===== src/rtl/usb_rx_pkg.sv =====
`timescale 1ns/1ps
`default_nettype none
// ----------------------------------------------------------------------------
// usb_rx_pkg : shared types and limits for the USB receive decoder
// Rev 1.0
// ----------------------------------------------------------------------------
package usb_rx_pkg;

   typedef enum logic [2:0] {
      ST_IDLE  = 3'd0,
      ST_RECV  = 3'd1,
      ST_SE0_A = 3'd2,
      ST_SE0_B = 3'd3,
      ST_ERR   = 3'd4
   } rx_state_t;

   // Encoded as {D+, D-}
   typedef enum logic [1:0] {
      LS_SE0 = 2'b00,
      LS_K   = 2'b01,
      LS_J   = 2'b10,
      LS_SE1 = 2'b11
   } line_state_t;

   localparam int unsigned STUFF_LIMIT = 6;
   localparam int unsigned IDLE_LIMIT  = 8;

   function automatic line_state_t classify(input logic dp, input logic dm);
      return line_state_t'({dp, dm});
   endfunction

endpackage
`default_nettype wire


===== src/rtl/usb_line_sync.sv =====
`timescale 1ns/1ps
`default_nettype none
// ----------------------------------------------------------------------------
// usb_line_sync : two-flop synchronizer with configurable reset value
// Rev 1.0
// ----------------------------------------------------------------------------
module usb_line_sync #(
   parameter logic RESET_VAL = 1'b0
) (
   input  logic clk,
   input  logic n_rst,
   input  logic line_in,
   output logic line_sync
);

   logic r_meta;

   always_ff @(posedge clk or negedge n_rst) begin
      if (!n_rst) begin
         r_meta    <= RESET_VAL;
         line_sync <= RESET_VAL;
      end else begin
         r_meta    <= line_in;
         line_sync <= r_meta;
      end
   end

endmodule
`default_nettype wire


===== src/rtl/decoder_rx.sv =====
`timescale 1ns/1ps
`default_nettype none
// ----------------------------------------------------------------------------
// decoder_rx : USB line receiver - NRZI decode, bit unstuffing, EOP detection
// Rev 1.0
// ----------------------------------------------------------------------------
module decoder_rx
   import usb_rx_pkg::*;
(
   input  logic clk,
   input  logic n_rst,
   input  logic d_plus,
   input  logic d_minus,
   input  logic shift_enable,
   output logic rx_bit,
   output logic rx_valid,
   output logic eop,
   output logic stuff_err,
   output logic rx_err,
   output logic busy,
   output logic d_edge
);

   logic        w_dp_sync, w_dm_sync;
   logic        r_dp_last, r_prev_dp;
   rx_state_t   r_state, w_state_nxt;
   logic [2:0]  r_ones, w_ones_nxt;
   logic [2:0]  r_jcnt, w_jcnt_nxt;
   logic        w_bit_nxt, w_valid_nxt, w_eop_nxt, w_serr_nxt, w_prev_nxt;
   line_state_t w_ls;
   logic        w_nrzi;

   usb_line_sync #(.RESET_VAL(1'b1)) u_sync_dp (
      .clk       (clk),
      .n_rst     (n_rst),
      .line_in   (d_plus),
      .line_sync (w_dp_sync)
   );

   usb_line_sync #(.RESET_VAL(1'b0)) u_sync_dm (
      .clk       (clk),
      .n_rst     (n_rst),
      .line_in   (d_minus),
      .line_sync (w_dm_sync)
   );

   assign w_ls   = classify(w_dp_sync, w_dm_sync);
   assign w_nrzi = (w_dp_sync == r_prev_dp);
   assign d_edge = w_dp_sync ^ r_dp_last;
   assign rx_err = (r_state == ST_ERR);
   assign busy   = (r_state != ST_IDLE);

   always_comb begin
      w_state_nxt = r_state;
      w_ones_nxt  = r_ones;
      w_jcnt_nxt  = r_jcnt;
      w_bit_nxt   = rx_bit;
      w_valid_nxt = 1'b0;
      w_eop_nxt   = 1'b0;
      w_serr_nxt  = 1'b0;
      w_prev_nxt  = r_prev_dp;

      if (shift_enable) begin
         if (w_ls == LS_J || w_ls == LS_K) w_prev_nxt = w_dp_sync;
         if (w_ls == LS_SE0)               w_ones_nxt = 3'd0;

         case (r_state)
            ST_IDLE: begin
               if (w_ls == LS_K) begin
                  w_state_nxt = ST_RECV;
                  w_valid_nxt = 1'b1;
                  w_bit_nxt   = w_nrzi;
                  w_ones_nxt  = w_nrzi ? 3'd1 : 3'd0;
               end
            end
            ST_RECV: begin
               case (w_ls)
                  LS_J, LS_K: begin
                     // After STUFF_LIMIT ones this sample is a stuff slot, never data
                     if (r_ones == 3'(STUFF_LIMIT)) begin
                        w_ones_nxt = 3'd0;
                        if (w_nrzi) begin
                           w_serr_nxt  = 1'b1;
                           w_state_nxt = ST_ERR;
                        end
                     end else begin
                        w_valid_nxt = 1'b1;
                        w_bit_nxt   = w_nrzi;
                        w_ones_nxt  = w_nrzi ? r_ones + 3'd1 : 3'd0;
                     end
                  end
                  LS_SE0:  w_state_nxt = ST_SE0_A;
                  default: w_state_nxt = ST_ERR;
               endcase
            end
            ST_SE0_A: w_state_nxt = (w_ls == LS_SE0) ? ST_SE0_B : ST_ERR;
            ST_SE0_B: begin
               if (w_ls == LS_J) begin
                  w_state_nxt = ST_IDLE;
                  w_eop_nxt   = 1'b1;
               end else if (w_ls != LS_SE0) begin
                  w_state_nxt = ST_ERR;
               end
            end
            ST_ERR: begin
               if (w_ls != LS_J) begin
                  w_jcnt_nxt = 3'd0;
               end else if (r_jcnt == 3'(IDLE_LIMIT - 1)) begin
                  w_jcnt_nxt  = 3'd0;
                  w_state_nxt = ST_IDLE;
               end else begin
                  w_jcnt_nxt = r_jcnt + 3'd1;
               end
            end
            default: w_state_nxt = ST_IDLE;
         endcase

         if (w_state_nxt == ST_IDLE) w_ones_nxt = 3'd0;
      end
   end

   always_ff @(posedge clk or negedge n_rst) begin
      if (!n_rst) begin
         r_state   <= ST_IDLE;
         r_ones    <= 3'd0;
         r_jcnt    <= 3'd0;
         r_prev_dp <= 1'b1;
         r_dp_last <= 1'b1;
         rx_bit    <= 1'b1;
         rx_valid  <= 1'b0;
         eop       <= 1'b0;
         stuff_err <= 1'b0;
      end else begin
         r_state   <= w_state_nxt;
         r_ones    <= w_ones_nxt;
         r_jcnt    <= w_jcnt_nxt;
         r_prev_dp <= w_prev_nxt;
         r_dp_last <= w_dp_sync;
         rx_bit    <= w_bit_nxt;
         rx_valid  <= w_valid_nxt;
         eop       <= w_eop_nxt;
         stuff_err <= w_serr_nxt;
      end
   end

endmodule
`default_nettype wire


===== config.mk =====
export PLATFORM = sky130hd
export DESIGN_NAME = decoder_rx
export DESIGN_NICKNAME = d
export VERILOG_FILES = /design/src/rtl/usb_rx_pkg.sv /design/src/rtl/usb_line_sync.sv /design/src/rtl/decoder_rx.sv
export SDC_FILE = /design/constraint.sdc
export NUM_CORES = 1
export LEC_CHECK = 0
export ABC_AREA = 1
export CAP_MARGIN = 20
export CORE_ASPECT_RATIO = 0.6
export CORE_MARGIN = 5
export CORE_UTILIZATION = 50
export CTS_CLUSTER_DIAMETER = 150
export DETAILED_ROUTE_END_ITERATION = 16
export PLACE_DENSITY = 0.72
export SKIP_LAST_GASP = 1
export SLEW_MARGIN = 15
export SYNTH_ARGS = -nofsm -noshare
export SYNTH_HDL_FRONTEND = slang
export SYNTH_SLANG_ARGS = --single-unit

===== constraint.sdc =====
create_clock -name clk -period 1.97 [get_ports clk]
set_input_delay 0.591 -clock clk [delete_from_list [all_inputs] [get_ports clk]]
set_output_delay 0.591 -clock clk [all_outputs]
set_load 0.01 [all_outputs]

==> impl_metrics.csv, run 1 <==
group,metric,value,unit
status,outcome,"complete, no violations",
logic_synthesis,ys_seq_area_frac,0.4451,
logic_synthesis,synth_most_common_cell,"sky130_fd_sc_hd__nand2_1",
logic_synthesis,synth_warnings,0,
sta,fin_worst_skew,0.005797,ns
sta,slew_violations,0,
finish,area.sequential,483.0,um^2
finish,area_used_by_multi_input_combinational_logic,514.2,um^2
finish,antenna-diode-count,0,
sta,setup-tns-final,0,ns
floorplanning,initial_core_util,0.5118,
grt,grt_pass1_wl,4.181,mm
routing,antenna_violating_nets_post_route,0,
sta,unrepaired_setup_endpoints_after_global_routing,"no",
worst_setup_path,worst_setup_path_start_kind,"flop",
finish,post_route_cells_drive_above_1_share,0.1656,
logic_synthesis,synthesis.area,0.001082,mm^2
grt,antenna_found_initial,0,
routing,viasPerCell,5.337,
sta,fmax,0.5168,GHz
placement,final_hpwl_dp,1.756,mm
clock_network,number_of_buffers_added_by_the_clock_tree_synthesis_step,3,
grt,grt_use_total,0.1694,
routing,drc_errors_left,0,
routing,dr_wl_met2,1.122,mm
grt,grt-ovfl-total,0,
logic_synthesis,xor_and_xnor_area_share_after_synthesis,0.01618,
worst_setup_path,ff2ff_setup_slack,0.18,ns
finish,area_delta_synth_final,20.58,%
power_and_ir_drop,sw_frac_of_total,0.3970,
sta,period_minus_slack,1.935,ns
floorplanning,die-height,46.04,um
logic_synthesis,synth_largest_area_cell,"sky130_fd_sc_hd__dfrtp_1",
grt,grt_max_degree,20,
placement,gp_routability_congestion,0.8690,
floorplanning,horizontal_extent_of_the_die,70.07,um
logic_synthesis,synth_cell_type_count,20,
logic_synthesis,area_share_of_the_largest_cell_type_after_synthesis,0.3237,
worst_setup_path,path_delay_family,"buffers and inverters",
floorplanning,floorplan.die_area,0.003226,mm^2
worst_setup_path,worst-endpoint-required,1.38,ns
logic_synthesis,ys_top_cells_by_area,"sky130_fd_sc_hd__dfrtp_1 (32%), sky130_fd_sc_hd__nand2_1 (14%), sky130_fd_sc_hd__dfstp_2 (12%)",
logic_synthesis,syn-mean-instance-area,8.017,um^2
run,maxCapViolCount,0,
clock_network,clock_tree.buffer_depth,2,
finish,n_fill_cell,189,
worst_setup_path,worstPathArrival,1.34,ns
logic_synthesis,synth_top_family_by_area,"simple AND/OR/NAND/NOR gates",
power_and_ir_drop,total_switching_power,0.0004673,W
routing,number_of_optimization_iterations_in_the_first_detailed_route_pass,7,
worst_setup_path,wp_buf_inv,3,
clock_network,clkLatencyLatePin,0.32,ns
power_and_ir_drop,totalPowerFinal,0.001177,W
routing,route.detailed.wl_per_inst,13.58,um
logic_synthesis,net_count_after_synthesis,148,
routing,route.final.wire_length,2.539,mm
routing,vias,998,
logic_synthesis,asyncSetResetFlopFracSynth,1.000,
logic_synthesis,synth.ff_latch_count,19,
power_and_ir_drop,intPower,0.0007097,W
floorplanning,core.rowCount,13,
worst_setup_path,critical_path.endpoint_type,"output port",
clock_network,tritoncts,"built",
clock_network,hold_buffers,0,
power_and_ir_drop,p_leak,0.6753,nW
worst_setup_path,critical-path-max-stage-delay,0.43,ns
logic_synthesis,syn-instance-count,135,
sta,min_period_over_period,0.9822,
power_and_ir_drop,power.density,901.9,mW/mm^2
floorplanning,ioPinCount,12,
sta,finalSetupViolCount,0,
clock_network,clk_root_buffer_cell,"sky130_fd_sc_hd__clkbuf_4",
logic_synthesis,synth_enable_flop_cells,0,
worst_setup_path,path_cells,"buf_4, nand2_1, inv_1, dlygate4sd2_1",
logic_synthesis,synth_area_in_compound_gates,0.08671,
routing,topRoutingLayerUsed,"met4",
logic_synthesis,adder_cell_share_of_the_synthesized_area,0.09249,
sta,max_slew_margin,0.8334,
power_and_ir_drop,irDropWorstVdd,563.3,uV
sta,worst_pin_slew,0.2499,ns
sta,setup_ws,0.03503,ns
logic_synthesis,synth_ff_type,"sky130_fd_sc_hd__dfrtp_1",
routing,detail_route.iter0.violations,102,
grt,first_global_vias,940,
clock_network,cts.clk_slew.worst_paths,0.12,ns
worst_setup_path,setup.worst_path.class,"reg -> out",
placement,portBuffers,11,
clock_network,cts_sinks,19,
power_and_ir_drop,seqPwrFrac,0.431,
logic_synthesis,synth_simple_gate_area_share,0.2798,
floorplanning,core_area,0.002115,mm^2
placement,dpl_worst_slack,0.1005,ns
power_and_ir_drop,fraction_of_power_consumed_by_combinational_cells,0.385,
logic_synthesis,synth.area.mux_share,0,
worst_setup_path,critical_path_fanout_max,4,
routing,met1_length,1.151,mm
routing,wl_met3,197,um
worst_setup_path,cpMaxStageDelayCell,"sky130_fd_sc_hd__dfrtp_1",
clock_network,clock_tree.htree_level_count,1,
power_and_ir_drop,power.clock.fraction,0.184,
worst_hold_path,timing.hold.worst.class,"reg -> reg",
finish,final_net_count,171,
logic_synthesis,ys_top_cells_by_count,"sky130_fd_sc_hd__nand2_1 (40), sky130_fd_sc_hd__inv_1 (17), sky130_fd_sc_hd__dfrtp_1 (14), sky130_fd_sc_hd__o21ai_0 (11), sky130_fd_sc_hd__nand3_1 (10)",
sta,timing_hold_violations_final,0,
==> cells in the final DEF (no fill, tap or decap) <==
master                            instances
sky130_fd_sc_hd__nand2_1                 40
sky130_fd_sc_hd__inv_1                   16
sky130_fd_sc_hd__dfrtp_1                 13
sky130_fd_sc_hd__o21ai_0                 11
sky130_fd_sc_hd__nand3_1                 10
sky130_fd_sc_hd__ha_1                     8
sky130_fd_sc_hd__buf_4                    8
sky130_fd_sc_hd__clkdlybuf4s50_1          7
sky130_fd_sc_hd__nor2_1                   6
sky130_fd_sc_hd__a21oi_1                  5
sky130_fd_sc_hd__dfstp_2                  5
sky130_fd_sc_hd__nand4_1                  4
sky130_fd_sc_hd__dlygate4sd2_1            4
sky130_fd_sc_hd__inv_2                    3
sky130_fd_sc_hd__clkbuf_4                 3
sky130_fd_sc_hd__nor2_2                   2
sky130_fd_sc_hd__xor2_1                   2
sky130_fd_sc_hd__nor2_4                   2
sky130_fd_sc_hd__nand3b_1                 2
sky130_fd_sc_hd__nor3_1                   1
sky130_fd_sc_hd__o21ai_2                  1
sky130_fd_sc_hd__clkinv_1                 1
sky130_fd_sc_hd__o21ai_1                  1
sky130_fd_sc_hd__clkinvlp_4               1
sky130_fd_sc_hd__dfrtp_2                  1
==> power by group through the flow <==
stage,registers (W),clock network [W],logic [W]
2_1_floorplan,0.000512,0,0.000271
3_3_place_gp,0.000514,0,0.000412
3_5_place_dp,0.000519,0,0.000427
4_1_cts,0.000505,0.000214,0.000443
5_1_grt,0.000515,0.000235,0.000502
6_report,0.000507,0.000216,0.000453
==> stage by stage <==
stage / hold WS, ns / cell area (um^2) / instances / util
after global routing: 0.3742 / 1305 / 187 / 0.6172
final: 0.3662 / 1305 / 187 / 0.6172
after detailed placement: 0.3428 / 1241 / 178 / 0.5870
after global placement: 0.3391 / 1241 / 178 / 0.5870
after floorplan: 0.2954 / 1082 / 135 / -
after CTS: 0.3694 / 1297 / 186 / 0.6136
==> routing by layer <==
layer / vias to the layer above / global-route usage
met5: - / 0
met4: 0 / 0.06489
met3: 17 / 0.05727
met2: 59 / 0.2664
met1: 447 / 0.2201
li1: 475 / -
==> kinds of logic after synthesis <==
group,Yosys count
AND/OR/NAND/NOR,67
buffers and inverters,21
flip-flops,19
AO/OA/AOI/OAI,18
adder cells (fa/ha/maj),8
XOR/XNOR,2
==> worst register-to-register path, stage by stage, from the launching register on <==
cell	delay (ns)
sky130_fd_sc_hd__dfstp_2	0.58
sky130_fd_sc_hd__inv_1	0.08
sky130_fd_sc_hd__ha_1	0.41
sky130_fd_sc_hd__nand2_1	0.14
sky130_fd_sc_hd__nand3b_1	0.19
sky130_fd_sc_hd__nand2_1	0.07
sky130_fd_sc_hd__nand2_1	0.05
sky130_fd_sc_hd__a21oi_1	0.12
sky130_fd_sc_hd__nand2_1	0.07
sky130_fd_sc_hd__nand2_1	0.05
==> layout make-up <==
| type | count | area share |
|---|---|---|
| Inverter | 20 | 0.05753 |
| Clock buffer | 3 | 0.01726 |
| Clock inverter | 1 | 0.005753 |
| Tap cell | 30 | 0.02876 |
| Sequential cell | 19 | 0.3701 |
| Timing Repair Buffer | 19 | 0.1266 |
| Multi-Input combinational cell | 95 | 0.3941 |
==> path summary, 6_finish.rpt <==
path | start | end | depth (start not counted)
setup / recovery | r_state[2] | rx_err | 4
min in group asynchronous | n_rst | rx_valid | 2
max in group asynchronous | n_rst | u_sync_dp.r_meta | 2
hold / removal | u_sync_dm.r_meta | u_sync_dm.line_sync | 0
hold reg to reg | u_sync_dm.r_meta | u_sync_dm.line_sync | 0
setup reg to reg | u_sync_dp.line_sync | r_ones[2] | 9
==> registers in the layout, summed over array words and instances (netlist names) <==
signal               flops
eop                      1
r_dp_last                1
r_jcnt                   3
r_ones                   3
r_prev_dp                1
r_state                  3
rx_bit                   1
rx_valid                 1
stuff_err                1
u_sync_dm.line_sync      1
u_sync_dm.r_meta         1
u_sync_dp.line_sync      1
u_sync_dp.r_meta         1
==> timing repair <==
action / CTS / global route
pin swaps: 0 / 0
cloned: 0 / 0
setup buffers: 4 / 1
endpoints found under the setup margin: 4 / 1
gates resized for setup: 6 / 0
No activity file was read; power rests on OpenSTA's default activity.
==> inputs of run 2 (changes only) <==
- CORE_MARGIN: 5 -> unset
- CTS_CLUSTER_DIAMETER: 150 -> unset
==> run 2 against run 1 <==
- clock skew hardly changed
- design area is 0.67% lower
- setup slack better by 0.038 ns
- highest routed layer unchanged
==> impl_metrics.csv, run 2 (synthesis results as in run 1) <==
group,metric,value,unit
floorplanning,horizontal_extent_of_the_die,62.07,um
sta,unrepaired_setup_endpoints_after_global_routing,"yes",
worst_hold_path,worstHoldEndpoint,"u_sync_dp.line_sync",
worst_setup_path,cpMaxStageDelayCell,"sky130_fd_sc_hd__dfrtp_1",
worst_setup_path,worstPathArrival,1.31,ns
floorplanning,core_area,0.001937,mm^2
worst_setup_path,timing.rr.start,"u_sync_dp.line_sync",
sta,timing_hold_violations_final,0,
placement,portBuffers,11,
power_and_ir_drop,totalPowerFinal,0.001131,W
worst_setup_path,path_cells,"inv_1, nand2_1, dlygate4sd2_1",
placement,final_hpwl_dp,1.655,mm
power_and_ir_drop,p_leak,0.6785,nW
sta,period_minus_slack,1.897,ns
routing,topRoutingLayerUsed,"met4",
worst_setup_path,path_delay_family,"buffers and inverters",
finish,final_net_count,169,
finish,area_used_by_multi_input_combinational_logic,521.8,um^2
finish,finish.cell_count_without_fillers,183,
grt,grt_use_total,0.2187,
sta,max_slew_margin,0.7895,
clock_network,tritoncts,"built",
worst_setup_path,critical_path.endpoint_type,"output port",
clock_network,clkLatencyLatePin,0.30,ns
floorplanning,initial_core_util,0.5588,
finish,mostFrequentLayoutCell,"sky130_fd_sc_hd__nand2_1",
sta,slew_violations,0,
clock_network,clock_tree.buffer_depth,2,
run,maxCapViolCount,0,
routing,met1_length,1.073,mm
grt,first_global_vias,829,
worst_setup_path,reg2regPathDepth,10,
routing,dr_wl_met2,952,um
worst_setup_path,critical_path_fanout_max,5,
finish,post_route_cells_drive_above_1_share,0.1548,
clock_network,cts.clk_slew.worst_paths,0.11,ns
floorplanning,ioPinCount,12,
finish,n_fill_cell,160,
worst_hold_path,timing.hold.worst.class,"reg -> reg",
floorplanning,floorplan.die_area,0.002361,mm^2
routing,wl_met3,108,um
power_and_ir_drop,irDropWorstVdd,442.8,uV
sta,finalSetupViolCount,0,
finish,antenna-diode-count,0,
finish,top_library_cells_by_usage_in_the_layout_fill_and_taps_aside,"sky130_fd_sc_hd__nand2_1 (40), sky130_fd_sc_hd__inv_1 (17), sky130_fd_sc_hd__dfrtp_1 (13)",
status,outcome,"complete, no violations",
grt,grt_max_degree,13,
worst_setup_path,ff2ff_setup_slack,0.14,ns
floorplanning,core.rowCount,12,
worst_setup_path,worst_r2r_endpoint,"r_ones[2]",
sta,setup_ws,0.07307,ns
grt,grt-ovfl-total,0,
routing,number_of_optimization_iterations_in_the_first_detailed_route_pass,4,
worst_setup_path,worst-endpoint-required,1.38,ns
routing,viasPerCell,4.945,
worst_hold_path,hold_depth,0,
routing,drc_errors_left,0,
routing,antenna_violating_nets_post_route,0,
finish,largest_registers,"r_jcnt (3), r_ones (3), r_state (3)",
grt,grt_pass1_wl,3.601,mm
sta,holdWs,0.3703,ns
clock_network,clk_root_buffer_cell,"sky130_fd_sc_hd__clkbuf_4",
routing,vias,905,
clock_network,clock_tree.htree_level_count,1,
routing,route.detailed.wl_per_inst,11.75,um
clock_network,cts_sinks,19,
finish,area_delta_synth_final,19.77,%
routing,route.final.wire_length,2.151,mm
grt,antenna_found_initial,0,
finish,area.sequential,483.0,um^2
routing,detail_route.iter0.violations,30,
worst_setup_path,wp_buf_inv,2,
sta,worst_pin_slew,0.3148,ns
placement,total_placed_cells_including_tap_cells,176,
worst_setup_path,critical-path-max-stage-delay,0.42,ns
sta,fmax,0.5272,GHz
worst_hold_path,min_from,"u_sync_dp.r_meta",
clock_network,number_of_buffers_added_by_the_clock_tree_synthesis_step,3,
worst_setup_path,setup.worst_path.class,"reg -> out",
sta,fin_worst_skew,0.005348,ns
floorplanning,die-height,38.04,um
sta,min_period_over_period,0.9629,
placement,gp_routability_congestion,0.8268,
power_and_ir_drop,power.density,872.3,mW/mm^2
placement,dpl_worst_slack,0.1237,ns
worst_setup_path,worst_setup_path_start_kind,"flop",
[run 2: metrics by stage]
stage                      TNS, ns  instance area [um^2]    util
final                            0                  1296  0.6693
after global routing      -0.02161                  1296  0.6693
after CTS                        0                  1286  0.6641
after detailed placement         0                  1239  0.6395
after global placement           0                  1239  0.6395
after floorplan                  0                  1082       -
[run 2: how the worst max path moves through the flow]
stage	startpoint	end	slack, ns	cells past startpoint
after floorplan	u_sync_dp.line_sync	r_ones[2]	0.35	9
after global placement	u_sync_dp.line_sync	d_edge	0.14	2
after detailed placement	u_sync_dp.line_sync	d_edge	0.12	2
after CTS	rx_bit	rx_bit	0.003	1
after global routing	u_sync_dp.line_sync	r_ones[2]	-0.02	10
final	r_state[0]	busy	0.07	3
[run 2: timing repair]
| item | 4_1_cts | 5_1_grt |
|---|---|---|
| setup endpoints to repair | 3 | 4 |
| hold buffers | 0 | 0 |
| buffers inserted | 3 | 0 |
| gates resized for setup | 4 | 3 |
| endpoints found under the hold margin | 0 | 0 |
[run 2: worst register-to-register path, stage by stage (launching register included)]
cell and delay [ns]:
sky130_fd_sc_hd__dfstp_2 0.56, sky130_fd_sc_hd__buf_4 0.13, sky130_fd_sc_hd__inv_1 0.07, sky130_fd_sc_hd__ha_2 0.37
sky130_fd_sc_hd__nand2_1 0.11, sky130_fd_sc_hd__nand3b_1 0.17, sky130_fd_sc_hd__nand2_1 0.07, sky130_fd_sc_hd__nand2_1 0.05
sky130_fd_sc_hd__a21oi_1 0.12, sky130_fd_sc_hd__nand2_1 0.07, sky130_fd_sc_hd__nand2_1 0.06
[run 2: cell type report]
type / instances / share of cell area
Clock buffer: 3 / 0.01737
Clock inverter: 1 / 0.003861
Inverter: 20 / 0.05792
Multi-Input combinational cell: 95 / 0.4025
Sequential cell: 19 / 0.3726
Tap cell: 28 / 0.02703
Timing Repair Buffer: 17 / 0.1187
[run 2: report_power, final]
group          switching [W]  internal, W  total [W]
Sequential         0.0000500     0.000459   0.000509
Clock               0.000122    0.0000757   0.000198
Combinational       0.000255     0.000168   0.000423
Total               0.000427     0.000703    0.00113
[run 2: layer usage]
layer  track usage  vias to the layer above
met5             0                        -
met4       0.06111                        0
met3       0.07095                        4
met2        0.3351                       21
met1        0.2951                      411
li1              -                      469
